**config.mk**
```make
export PLATFORM = sky130hd
export DESIGN_NAME = cursor_nav_ctrl
export DESIGN_NICKNAME = d
export VERILOG_FILES = /design/src/rtl/cursor_nav_ctrl.sv
export SDC_FILE = /design/constraint.sdc
export NUM_CORES = 1
export LEC_CHECK = 0
export ABC_AREA = 1
export BUFFER_PORTS_ARGS = -buffer_cell sky130_fd_sc_hd__buf_2
export CAP_MARGIN = 25
export CORE_UTILIZATION = 45
export CTS_BUF_LIST = sky130_fd_sc_hd__clkbuf_4
export CTS_CLUSTER_DIAMETER = 50
export DETAILED_ROUTE_END_ITERATION = 6
export GPL_TIMING_DRIVEN = 0
export PLACE_DENSITY_LB_ADDON = 0.2
export SETUP_SLACK_MARGIN = 0.1
export SLEW_MARGIN = 10
export SYNTH_ARGS = -nofsm -noshare
export SYNTH_HDL_FRONTEND = slang
export SYNTH_SLANG_ARGS = --single-unit
```
**constraint.sdc**
```tcl
create_clock -name clk -period 9 [get_ports clk]
set_input_delay 1.8 -clock clk [delete_from_list [all_inputs] [get_ports clk]]
set_output_delay 1.8 -clock clk [all_outputs]
set_load 0.02 [all_outputs]
```
**src/rtl/cursor_nav_ctrl.sv**
```systemverilog
// Board cursor controller: synchronizes and debounces five buttons, runs an
// auto-repeat FSM per direction and maintains cursor and selection registers.
module cursor_nav_ctrl #(
    parameter int unsigned BOARD_DIM    = 8,
    parameter int unsigned LOC_W        = 6,
    parameter int unsigned DB_CYCLES    = 500000,
    parameter int unsigned REPEAT_DELAY = 25000000,
    parameter int unsigned REPEAT_RATE  = 5000000,
    parameter int unsigned WRAP         = 0
) (
    input  logic             clk,
    input  logic             rst,
    input  logic             in_btn_up,
    input  logic             in_btn_down,
    input  logic             in_btn_left,
    input  logic             in_btn_right,
    input  logic             in_selected,
    output logic [LOC_W-1:0] location,
    output logic [LOC_W-1:0] sel_loc,
    output logic             sel_valid,
    output logic             sel_pulse,
    output logic             move_pulse
);

    localparam int unsigned N_IN    = 5;
    localparam int unsigned N_DIR   = 4;
    localparam int unsigned DIR_UP  = 0;
    localparam int unsigned DIR_DN  = 1;
    localparam int unsigned DIR_LT  = 2;
    localparam int unsigned DIR_RT  = 3;
    localparam int unsigned IDX_SEL = 4;
    localparam int unsigned RC_W    = (BOARD_DIM > 1) ? $clog2(BOARD_DIM) : 1;
    localparam int unsigned DB_W    = (DB_CYCLES > 1) ? $clog2(DB_CYCLES + 1) : 1;
    localparam int unsigned RPT_MAX = (REPEAT_DELAY > REPEAT_RATE) ? REPEAT_DELAY : REPEAT_RATE;
    localparam int unsigned RPT_W   = (RPT_MAX > 1) ? $clog2(RPT_MAX + 1) : 1;

    typedef enum logic [1:0] {
        ST_IDLE   = 2'd0,
        ST_DELAY  = 2'd1,
        ST_REPEAT = 2'd2
    } rpt_state_e;

    logic [N_IN-1:0]  sync1_q, sync1_d, sync2_q, sync2_d, db_q, db_d;
    logic [DB_W-1:0]  db_cnt_q [N_IN];
    logic [DB_W-1:0]  db_cnt_d [N_IN];
    rpt_state_e       st_q [N_DIR];
    rpt_state_e       st_d [N_DIR];
    logic [RPT_W-1:0] rpt_cnt_q [N_DIR];
    logic [RPT_W-1:0] rpt_cnt_d [N_DIR];
    logic [N_DIR-1:0] req_c;
    logic             sel_prev_q, sel_prev_d, sel_rise_c;
    logic [RC_W-1:0]  row_q, row_d, col_q, col_d;
    logic [LOC_W-1:0] location_q, location_d, sel_loc_q, sel_loc_d;
    logic             sel_valid_q, sel_valid_d, sel_pulse_q, sel_pulse_d;
    logic             move_pulse_q, move_pulse_d;

    // Two-flop synchronizers and per-input debounce counters
    always_comb begin
        sync1_d = {in_selected, in_btn_right, in_btn_left, in_btn_down, in_btn_up};
        sync2_d = sync1_q;
        db_d    = db_q;
        for (int i = 0; i < int'(N_IN); i++) begin
            db_cnt_d[i] = '0;
            if (sync2_q[i] != db_q[i]) begin
                if (db_cnt_q[i] == DB_W'(DB_CYCLES - 1)) begin
                    db_d[i] = ~db_q[i];
                end else begin
                    db_cnt_d[i] = db_cnt_q[i] + DB_W'(1);
                end
            end
        end
    end

    // Auto-repeat FSM per direction; a release always wins over a pending request
    always_comb begin
        for (int d = 0; d < int'(N_DIR); d++) begin
            st_d[d]      = st_q[d];
            rpt_cnt_d[d] = rpt_cnt_q[d];
            req_c[d]     = 1'b0;
            case (st_q[d])
                ST_IDLE: begin
                    if (db_q[d]) begin
                        st_d[d]      = ST_DELAY;
                        rpt_cnt_d[d] = '0;
                        req_c[d]     = 1'b1;
                    end
                end
                ST_DELAY: begin
                    if (!db_q[d]) begin
                        st_d[d]      = ST_IDLE;
                        rpt_cnt_d[d] = '0;
                    end else if (rpt_cnt_q[d] == RPT_W'(REPEAT_DELAY - 1)) begin
                        st_d[d]      = ST_REPEAT;
                        rpt_cnt_d[d] = '0;
                        req_c[d]     = 1'b1;
                    end else begin
                        rpt_cnt_d[d] = rpt_cnt_q[d] + RPT_W'(1);
                    end
                end
                ST_REPEAT: begin
                    if (!db_q[d]) begin
                        st_d[d]      = ST_IDLE;
                        rpt_cnt_d[d] = '0;
                    end else if (rpt_cnt_q[d] == RPT_W'(REPEAT_RATE - 1)) begin
                        rpt_cnt_d[d] = '0;
                        req_c[d]     = 1'b1;
                    end else begin
                        rpt_cnt_d[d] = rpt_cnt_q[d] + RPT_W'(1);
                    end
                end
                default: begin
                    st_d[d]      = ST_IDLE;
                    rpt_cnt_d[d] = '0;
                end
            endcase
        end
    end

    // Cursor move (priority up > down > left > right) and selection update
    always_comb begin
        row_d = row_q;
        col_d = col_q;
        if (req_c[DIR_UP]) begin
            if (row_q != '0)      row_d = row_q - RC_W'(1);
            else if (WRAP != 0)   row_d = RC_W'(BOARD_DIM - 1);
        end else if (req_c[DIR_DN]) begin
            if (row_q != RC_W'(BOARD_DIM - 1)) row_d = row_q + RC_W'(1);
            else if (WRAP != 0)                row_d = '0;
        end else if (req_c[DIR_LT]) begin
            if (col_q != '0)      col_d = col_q - RC_W'(1);
            else if (WRAP != 0)   col_d = RC_W'(BOARD_DIM - 1);
        end else if (req_c[DIR_RT]) begin
            if (col_q != RC_W'(BOARD_DIM - 1)) col_d = col_q + RC_W'(1);
            else if (WRAP != 0)                col_d = '0;
        end
        move_pulse_d = (row_d != row_q) || (col_d != col_q);
        location_d   = LOC_W'(row_d) * LOC_W'(BOARD_DIM) + LOC_W'(col_d);

        sel_prev_d  = db_q[IDX_SEL];
        sel_rise_c  = db_q[IDX_SEL] & ~sel_prev_q;
        sel_loc_d   = sel_loc_q;
        sel_valid_d = sel_valid_q;
        sel_pulse_d = sel_rise_c;
        if (sel_rise_c) begin
            if (!sel_valid_q) begin
                sel_loc_d   = location_q;
                sel_valid_d = 1'b1;
            end else if (location_q == sel_loc_q) begin
                sel_valid_d = 1'b0;
            end else begin
                sel_loc_d = location_q;
            end
        end
    end

    always_ff @(posedge clk or posedge rst) begin
        if (rst) begin
            sync1_q      <= '0;
            sync2_q      <= '0;
            db_q         <= '0;
            for (int i = 0; i < int'(N_IN); i++) db_cnt_q[i] <= '0;
            for (int d = 0; d < int'(N_DIR); d++) begin
                st_q[d]      <= ST_IDLE;
                rpt_cnt_q[d] <= '0;
            end
            sel_prev_q   <= 1'b0;
            row_q        <= '0;
            col_q        <= '0;
            location_q   <= '0;
            sel_loc_q    <= '0;
            sel_valid_q  <= 1'b0;
            sel_pulse_q  <= 1'b0;
            move_pulse_q <= 1'b0;
        end else begin
            sync1_q      <= sync1_d;
            sync2_q      <= sync2_d;
            db_q         <= db_d;
            for (int i = 0; i < int'(N_IN); i++) db_cnt_q[i] <= db_cnt_d[i];
            for (int d = 0; d < int'(N_DIR); d++) begin
                st_q[d]      <= st_d[d];
                rpt_cnt_q[d] <= rpt_cnt_d[d];
            end
            sel_prev_q   <= sel_prev_d;
            row_q        <= row_d;
            col_q        <= col_d;
            location_q   <= location_d;
            sel_loc_q    <= sel_loc_d;
            sel_valid_q  <= sel_valid_d;
            sel_pulse_q  <= sel_pulse_d;
            move_pulse_q <= move_pulse_d;
        end
    end

    assign location   = location_q;
    assign sel_loc    = sel_loc_q;
    assign sel_valid  = sel_valid_q;
    assign sel_pulse  = sel_pulse_q;
    assign move_pulse = move_pulse_q;

endmodule

```
==> flow_metrics.py <==
metrics = {
    "place": {
        "dpl-instance-area_um2": 13500,
        "place_hpwl_um": 18200,
        "gp_congestion": 0.830,
        "portBuffers": 21,
    },
    "final_layout": {
        "post-route-util": 0.515,
        "fin_area_um2": 14400,
        "fin_nets": 1707,
        "drive_above_1_share": 0.125,
        "synthToLayoutAreaGrowth_pct": 12.1,
    },
    "cts": {
        "cts_tree": "built",
        "cts.path.max_buffers": 3,
        "cts_inserted_buffers": 69,
        "cts-root-buf": "clkbuf_4",
        "cts_setup_buffers": 0,
        "clkTransAtPathRegs_ns": 0.06,
        "worstSkewPairLatency_ns": 0.65,
        "cts_max_level": 3,
        "ctsResizeCount": 0,
        "ctsHoldBuffers": 0,
        "cts_sinks": 234,
    },
    "drt": {
        "drt-total-wl_um": 26100,
        "vias": 10400,
        "drc": 0,
        "wl_per_cell_um": 12.4,
        "ant_nets": 0,
        "drtIter0Drc": 547,
        "viasPerCell": 4.94,
        "drtPass1Iterations": 5,
    },
    "logic_synthesis": {
        "ys_ff_latch": 234,
        "synth_nets": 1613,
        "syn_avg_cell_area_um2": 8.13,
        "synth_area_um2": 12800,
        "yosysMostFrequentCell": "nand2_1",
        "yosys_most_used_dff": "dfrtp_1",
        "synthArstFlopShare": 1.00,
        "synth_edf_count": 0,
        "yosys_warnings": 0,
        "netlist-cell-type-count": 54,
        "synth_cells": 1575,
        "ys_top_cells_by_count": "295 x nand2_1, 247 x nor2_1, 234 x dfrtp_1, 203 x inv_1, 84 x xor2_1",
        "synth_top_area_frac": 0.457,
        "synth_seq_area_share": 0.457,
        "yosysTopAreaCell": "dfrtp_1",
        "synth.area.top_cells": "dfrtp_1 46%, nand2_1 8.6%, nor2_1 7.2%",
    },
    "power_and_ir_drop": {
        "p_comb_frac": 0.021,
        "p_int_w": 0.00164,
        "swShare": 0.231,
        "p_leak_nw": 6.55,
        "p_seq_frac": 0.498,
        "switchingPower_w": 0.000495,
        "p_per_area_nw_per_um2": 149,
        "irDropWorstVdd_v": 0.000110,
        "total_power_w": 0.00214,
        "clockPowerShare": 0.481,
    },
    "setup_path": {
        "worst-path-max-fanout": 7,
        "slowest_stage": "dfrtp_1",
        "critical_path.top_delay_family": "flip-flops",
        "required_ns": 7.20,
        "crit_buf_inv": 1,
        "end_kind": "output port",
        "critPathMaxStageDelay_ns": 0.46,
        "worstSetupPathType": "flop to output port",
        "worstSetupStartpointType": "flop",
        "crit_chain": "buf_2",
        "cp.arrival_ns": 1.34,
    },
    "global_routing": {
        "grt_pass1_wl_um": 45300,
        "grt_use_met3": 0.0379,
        "busiest_layer": "met2",
        "grt_start_max_net_pins": 104,
        "grtUsageMet1": 0.265,
        "overflow": 0,
        "grtUsageTotal": 0.189,
        "grt_pass1_vias": 9930,
        "use_met2": 0.290,
        "antenna_found_initial": 1,
    },
    "flow_run": {
        "max_cap_viol_count": 0,
    },
    "status": {
        "status": "completed",
    },
    "timing": {
        "tns_ns": 0,
        "rsz0062_at_grt": "no",
        "period_share": 0.349,
        "worst_pin_slew_ns": 0.673,
        "final_hold_viol_count": 0,
        "setup_violations": 0,
        "fin_crit_ns": 3.14,
        "finalMaxSlewViolations": 0,
        "fmax_ghz": 0.319,
        "final.setup_skew_ns": 0.0362,
        "relSlewSlack": 0.550,
    },
    "hold_path": {
        "hold_class": "flop to flop",
    },
    "floorplanning": {
        "die_area_um2": 29100,
        "coreArea_um2": 27900,
        "die_width_um": 171,
        "rows": 61,
        "die_h_um": 171,
        "start_util": 0.460,
        "ioPinCount": 22,
    },
}
## flip-flops by register name, summed over array words and instances, names as in the netlist, 5 cells and up
signal	count
db_cnt_q	95
db_q	5
sync2_q	5
sel_loc	6
location	6
st_q	8
sync1_q	5
rpt_cnt_q	100
## cell families after synthesis
family,after synthesis,synth area share
fa+ha+maj,31,0.0303
compound gates,177,0.0775
mux,2,0.00176
buf+inv,226,0.0685
flops,234,0.457
xor+xnor,107,0.0732
simple gates,798,0.292
## path summary, 6_finish.rpt
| kind | from | to | slack, ns | cells after the start |
|---|---|---|---|---|
| setup reg to reg | st_q[2]$_DFFE_PP0P_ | rpt_cnt_q[43]$_DFFE_PP0P_ | 6.41 | 9 |
| setup / recovery | location[2]$_DFF_PP0_ | location[2] | 5.86 | 1 |
| hold reg to reg | sync1_q[0]$_DFF_PP0_ | sync2_q[0]$_DFF_PP0_ | 0.34 | 0 |
| min in group asynchronous | rst | rpt_cnt_q[13]$_DFFE_PP0P_ | 1.11 | 2 |
| max in group asynchronous | rst | rpt_cnt_q[97]$_DFFE_PP0P_ | 7.04 | 3 |
| hold / removal | sync1_q[0]$_DFF_PP0_ | sync2_q[0]$_DFF_PP0_ | 0.34 | 0 |
## power by group through the flow
stage / clock network (W) / logic [W] / registers, W
2_1_floorplan: 0 / 0.0000318 / 0.00108
3_3_place_gp: 0 / 0.0000439 / 0.00108
3_5_place_dp: 0 / 0.0000479 / 0.00108
4_1_cts: 0.00107 / 0.0000479 / 0.00106
5_1_grt: 0.00112 / 0.0000550 / 0.00106
6_report: 0.00103 / 0.0000455 / 0.00107
## layout make-up
| type | instances | area, µm² |
|---|---|---|
| antenna | 1 | 2.50 |
| buffer | 16 | 88.8 |
| clock buffer | 101 | 758 |
| clock inverter | 23 | 144 |
| fill | 2696 | 13500 |
| inverter | 210 | 796 |
| multi-input combinational | 1115 | 6080 |
| sequential | 234 | 5860 |
| tap | 378 | 473 |
| timing repair buffer | 23 | 160 |
## metrics by stage
step | hold slack (ns) | cells | setup slack, ns
2_1_floorplan | 0.331 | 1575 | 0.782
3_3_place_gp | 0.334 | 1974 | -2.02
3_5_place_dp | 0.335 | 1976 | 6.38
4_1_cts | 0.350 | 2100 | 5.80
5_1_grt | 0.351 | 2101 | 5.78
6_report | 0.343 | 2101 | 5.86
## layer usage
metal  vias to the layer above  wire, µm
li1                       5333         -
met1                      4848     13100
met2                       157     11500
met3                        43      1030
met4                         0       486
met5                         -         0
## cell usage in the layout (no fill, tap or decap), drive strengths merged, types with 4 or more instances in the layout
master	count
xor2	84
xnor2	23
inv	205
nor3	68
a31oi	7
o21ai	54
o21a	4
buf	34
nand4	36
nand2	304
clkinv	26
o22ai	25
nor3b	11
nor4	18
o211ai	4
nor2	264
dfrtp	234
a21oi	72
ha	31
a211oi	5
clkbuf	106
nand3	87
(Power assumes the default switching activity.)
